### src/rtl/tm_feedback_sched.sv
// Per-sample Tsetlin feedback scheduler: computes d from (v, q, T) and issues Type I/II commands per clause.
// Build option TM_SKIP_UNSELECTED_EN: clauses with fb_en=0 are skipped internally instead of presented.
//
// state  | meaning
// IDLE   | waiting for start, inputs latched on accept
// CALC1  | clip score, register |err|
// CALC2  | register d_out = |err| >> 1, reset clause index
// ISSUE  | present one feedback command per clause over valid/ready
// DONE   | one-cycle done pulse, return to IDLE
module tm_feedback_sched #(
    parameter int          T_WIDTH     = 8,
    parameter int          NUM_CLAUSES = 16,
    parameter int          CIDX_W      = 4,
    parameter logic [15:0] LFSR_SEED   = 16'hACE1
) (
    input  logic               clk,
    input  logic               rst_n,
    input  logic               start,
    input  logic [T_WIDTH:0]   T,
    input  logic               q,
    input  logic [T_WIDTH:0]   v,
    output logic               busy,
    output logic [T_WIDTH-1:0] d_out,
    output logic               fb_valid,
    input  logic               fb_ready,
    output logic [CIDX_W-1:0]  fb_idx,
    output logic               fb_type,
    output logic               fb_en,
    output logic               done
);

    localparam int EW = T_WIDTH + 2;

    typedef enum logic [2:0] {S_IDLE, S_CALC1, S_CALC2, S_ISSUE, S_DONE} state_t;

    state_t state, state_nx;

    logic [T_WIDTH:0]  t_reg;
    logic              q_reg;
    logic [T_WIDTH:0]  v_reg;
    logic [T_WIDTH:0]  abs_err;
    logic [CIDX_W-1:0] idx;
    logic [15:0]       lfsr;
    logic [15:0]       lfsr_nx;
    logic              sel;
    logic              last;
    logic              advance;

    logic signed [EW-1:0] t_s, v_s, clipped, err;

    // One extra bit of headroom keeps -T - clip(v) representable.
    assign t_s = {1'b0, t_reg};
    assign v_s = {v_reg[T_WIDTH], v_reg};

    always_comb begin
        if (v_s > t_s)
            clipped = t_s;
        else if (v_s < -t_s)
            clipped = -t_s;
        else
            clipped = v_s;
        err = q_reg ? (t_s - clipped) : (-t_s - clipped);
    end

    assign sel     = lfsr[T_WIDTH-1:0] < d_out;
    assign last    = idx == CIDX_W'(NUM_CLAUSES - 1);
    assign lfsr_nx = lfsr[0] ? ((lfsr >> 1) ^ 16'hB400) : (lfsr >> 1);

    always_ff @(posedge clk or negedge rst_n) begin
        if (!rst_n)
            state <= S_IDLE;
        else
            state <= state_nx;
    end

    always_comb begin
        state_nx = state;
        busy     = 1'b0;
        done     = 1'b0;
        fb_valid = 1'b0;
        advance  = 1'b0;
        case (state)
            S_IDLE: begin
                if (start)
                    state_nx = S_CALC1;
            end
            S_CALC1: begin
                busy     = 1'b1;
                state_nx = S_CALC2;
            end
            S_CALC2: begin
                busy     = 1'b1;
                state_nx = S_ISSUE;
            end
            S_ISSUE: begin
                busy = 1'b1;
`ifdef TM_SKIP_UNSELECTED_EN
                fb_valid = sel;
                advance  = sel ? fb_ready : 1'b1;
`else
                fb_valid = 1'b1;
                advance  = fb_ready;
`endif
                if (advance && last)
                    state_nx = S_DONE;
            end
            S_DONE: begin
                busy     = 1'b1;
                done     = 1'b1;
                state_nx = S_IDLE;
            end
            default: state_nx = S_IDLE;
        endcase
    end

    // Even clauses are positive polarity, so Type II exactly when q and polarity differ.
    assign fb_idx  = fb_valid ? idx : '0;
    assign fb_type = fb_valid & (q_reg ^ ~idx[0]);
    assign fb_en   = fb_valid & sel;

    always_ff @(posedge clk or negedge rst_n) begin
        if (!rst_n) begin
            t_reg   <= '0;
            q_reg   <= 1'b0;
            v_reg   <= '0;
            abs_err <= '0;
            d_out   <= '0;
            idx     <= '0;
            lfsr    <= LFSR_SEED;
        end else begin
            if (state == S_IDLE && start) begin
                t_reg <= T;
                q_reg <= q;
                v_reg <= v;
            end
            if (state == S_CALC1)
                abs_err <= err[EW-1] ? (T_WIDTH+1)'(-err) : (T_WIDTH+1)'(err);
            if (state == S_CALC2) begin
                d_out <= T_WIDTH'(abs_err >> 1);
                idx   <= '0;
            end
            if (advance) begin
                lfsr <= lfsr_nx;
                idx  <= idx + 1'b1;
            end
        end
    end

endmodule

### config.mk
export PLATFORM = sky130hd
export DESIGN_NAME = tm_feedback_sched
export DESIGN_NICKNAME = d
export VERILOG_FILES = /design/src/rtl/tm_feedback_sched.sv
export SDC_FILE = /design/constraint.sdc
export NUM_CORES = 1
export LEC_CHECK = 0
export CAP_MARGIN = 20
export CORE_UTILIZATION = 41
export CTS_CLUSTER_DIAMETER = 100
export CTS_CLUSTER_SIZE = 24
export DETAILED_ROUTE_END_ITERATION = 8
export SYNTH_ARGS = -nofsm -noshare
export SYNTH_HDL_FRONTEND = slang
export SYNTH_SLANG_ARGS = --single-unit
### constraint.sdc
create_clock -name clk -period 8 [get_ports clk]
set_clock_uncertainty 0.15 [all_clocks]
set_input_delay 2.4 -clock clk [delete_from_list [all_inputs] [get_ports clk]]
set_output_delay 2.4 -clock clk [all_outputs]
set_load 0.02 [all_outputs]
==> flow_metrics.tcl <==
set metrics [dict create \
    grt.total_usage 0.186 \
    ys_seq_elements 58 \
    ys_async_sr_fraction 1.00 \
    period_share 0.847 \
    hold_viol 0 \
    finalCriticalPeriod_ns 6.78 \
    wl_per_cell_um 13.8 \
    grt_overflow_total 0 \
    cts_root_buf "clkbuf_8" \
    worst_setup_path_start_kind "flop" \
    dp_hpwl_mm 6.59 \
    cts_htree_levels 3 \
    synth_area_per_cell_um2 8.70 \
    io_buffers 39 \
    outcome "completed" \
    firstDrtPassIters 4 \
    crit_family "compound AO/OA/AOI/OAI gates" \
    rsz0062_at_grt "no" \
    required_ns 8.09 \
    wl_mm 8.70 \
    cts.sinks 58 \
    antenna_cells 0 \
    clk_pin_slew_ns 0.08 \
    area_growth_pct 17.3 \
    maxCapViolCount 0 \
    yosysWarnings 0 \
    synth_area_um2 4040 \
    dp.cells 613 \
    cts.repair.resized 0 \
    first_global_vias 3136 \
    worst_pin_slew_ns 1.05 \
    route.detailed.drc 0 \
    multiInputGateArea_um2 2390 \
    critPathSlowestCell "a31oi_1" \
    grt_max_degree 59 \
    cts_setup_buffers 0 \
    insertion_delay_ns 0.34 \
    synthFlopType "dfrtp_1" \
    drt_iter0_markers 84 \
    vias 3347 \
    seq_area_um2 1460 \
    gp_congestion 0.979 \
    nNetsFinal 555 \
    cts_max_path_buffers 2 \
    final_max_slew_viol_count 0 \
    synth_edf_count 0 \
    hold_buffers 0 \
    die_w_um 101 \
    start_util 0.431 \
    max_freq_ghz 0.148 \
    end_kind "flop" \
    tns_ns 0 \
    via_per_inst 5.32 \
    ys_seq_area_frac 0.362 \
    placementRows 35 \
    worst-path-buf-inv 2 \
    cp_max_fo 21 \
    critPathMaxStageDelay_ns 0.59 \
    nFillCells 945 \
    stdcell_count 629 \
    synthCells 464 \
    ys_types 62 \
    antenna_found_initial 0 \
    die_y_um 101 \
    path_common_cell "ha_1" \
    cts_buffers 9 \
    core_area_um2 9370 \
    hold_path.class "flop to flop" \
    rrSetupSlack_ns 1.22 \
    critPathArrivalTime_ns 6.87 \
    largest_register_ffs 16 \
    finalSetupViolations 0 \
    critPathKind "flop to flop" \
    grt_pass1_wl_mm 15.0 \
    max_slew_margin 0.300 \
    synth_nets 524 \
    cts_tree "done" \
    drive_gt1_frac 0.102 \
    dieArea_um2 10300 \
    boundaryPins 40 \
    ant_nets 0 \
]
[metrics by stage]
step,worst slack [ns],hold slack (ns),util,instance area [um^2]
after floorplan,2.13,0.289,-,4040
after global placement,1.53,0.297,0.481,4510
after detailed placement,1.36,0.307,0.481,4510
after CTS,1.28,0.318,0.506,4740
after global routing,0.647,0.344,0.506,4740
final,1.22,0.313,0.506,4740
[cell usage after synthesis (3+ instances only)]
cell      instances  area share
nand2_1          80       0.074
dfrtp_1          50        0.31
ha_1             36        0.11
nor2_1           36       0.033
o21ai_0          24       0.030
inv_1            23       0.021
xnor2_1          19       0.041
a21oi_1          17       0.021
clkbuf_1         17       0.016
a31oi_1          15       0.023
a21o_1           10       0.019
mux2_2            9       0.025
and2_1            8       0.012
dfstp_2           8       0.052
nand3_1           8      0.0099
o21ai_1           7      0.0087
o22ai_1           7       0.011
nor3_1            6      0.0074
o31ai_1           6       0.011
xor2_1            6       0.013
nand4_1           5      0.0077
or4_1             5      0.0093
nand2b_1          4      0.0062
and3_1            3      0.0046
nor2b_1           3      0.0046
nor4_1            3      0.0046
[cell usage in the layout (no fill, tap or decap), types with 3 or more instances in the layout]
| cell type | Yosys | routed |
|---|---|---|
| mux2_2 | 9 | 9 |
| nor3_1 | 6 | 6 |
| xor2_1 | 6 | 6 |
| nor4_1 | 3 | 3 |
| or4_1 | 5 | 5 |
| a21oi_1 | 17 | 17 |
| inv_1 | 23 | 23 |
| o22ai_1 | 7 | 7 |
| nand4_1 | 5 | 5 |
| xnor2_1 | 19 | 19 |
| nor2b_1 | 3 | 3 |
| clkbuf_8 | 0 | 10 |
| nand2b_1 | 4 | 4 |
| dfrtp_1 | 50 | 50 |
| a21o_1 | 10 | 10 |
| clkdlybuf4s50_1 | 0 | 38 |
| nor2_1 | 36 | 36 |
| a31oi_1 | 15 | 15 |
| dfstp_2 | 8 | 8 |
| o21ai_1 | 7 | 7 |
| nand2_1 | 80 | 80 |
| nand3_1 | 8 | 8 |
| and2_1 | 8 | 8 |
| o21ai_0 | 24 | 24 |
| o31ai_1 | 6 | 6 |
| and3_1 | 3 | 3 |
| ha_1 | 36 | 36 |
[area by class of cell]
type	count	area share
tap	129	0.0341
inverter	26	0.0206
multi-input combinational	359	0.504
sequential	58	0.308
timing repair buffer	41	0.0845
clock buffer	10	0.0290
clock inverter	6	0.0190
[final timing paths]
kind                                from         end  cells past startpoint
worst max-delay path            t_reg[0]  abs_err[2]                     25
worst min-delay path            lfsr[15]    lfsr[15]                      2
worst max register to register  t_reg[0]  abs_err[2]                     25
worst min register to register  lfsr[15]    lfsr[15]                      2
max in group asynchronous          rst_n    t_reg[4]                      2
min in group asynchronous          rst_n    d_out[7]                      2
[layer usage]
layer | vias up | share of wire | track usage
met2 | 65 | 0.48 | 0.313
met1 | 1570 | 0.48 | 0.241
met5 | - | 0 | 0
li1 | 1699 | - | -
met4 | 0 | 0.015 | 0.0725
met3 | 13 | 0.025 | 0.0276
[logic make-up after synthesis]
family,Yosys count,synth area share
simple gates,181,0.220
compound gates,105,0.169
flops,58,0.362
buf+inv,47,0.0480
fa+ha+maj,37,0.116
xor+xnor,25,0.0542
mux,11,0.0301
[tightest hold or removal path: cells and delay by family (launching register included)]
| kind | cells | cell delay (ns) |
|---|---|---|
| AND/OR/NAND/NOR | 2 | 0.10 |
| flip-flops | 1 | 0.37 |
Power is not shown: default switching activity piles up to over one toggle a cycle in this logic, so the estimate is an artifact.
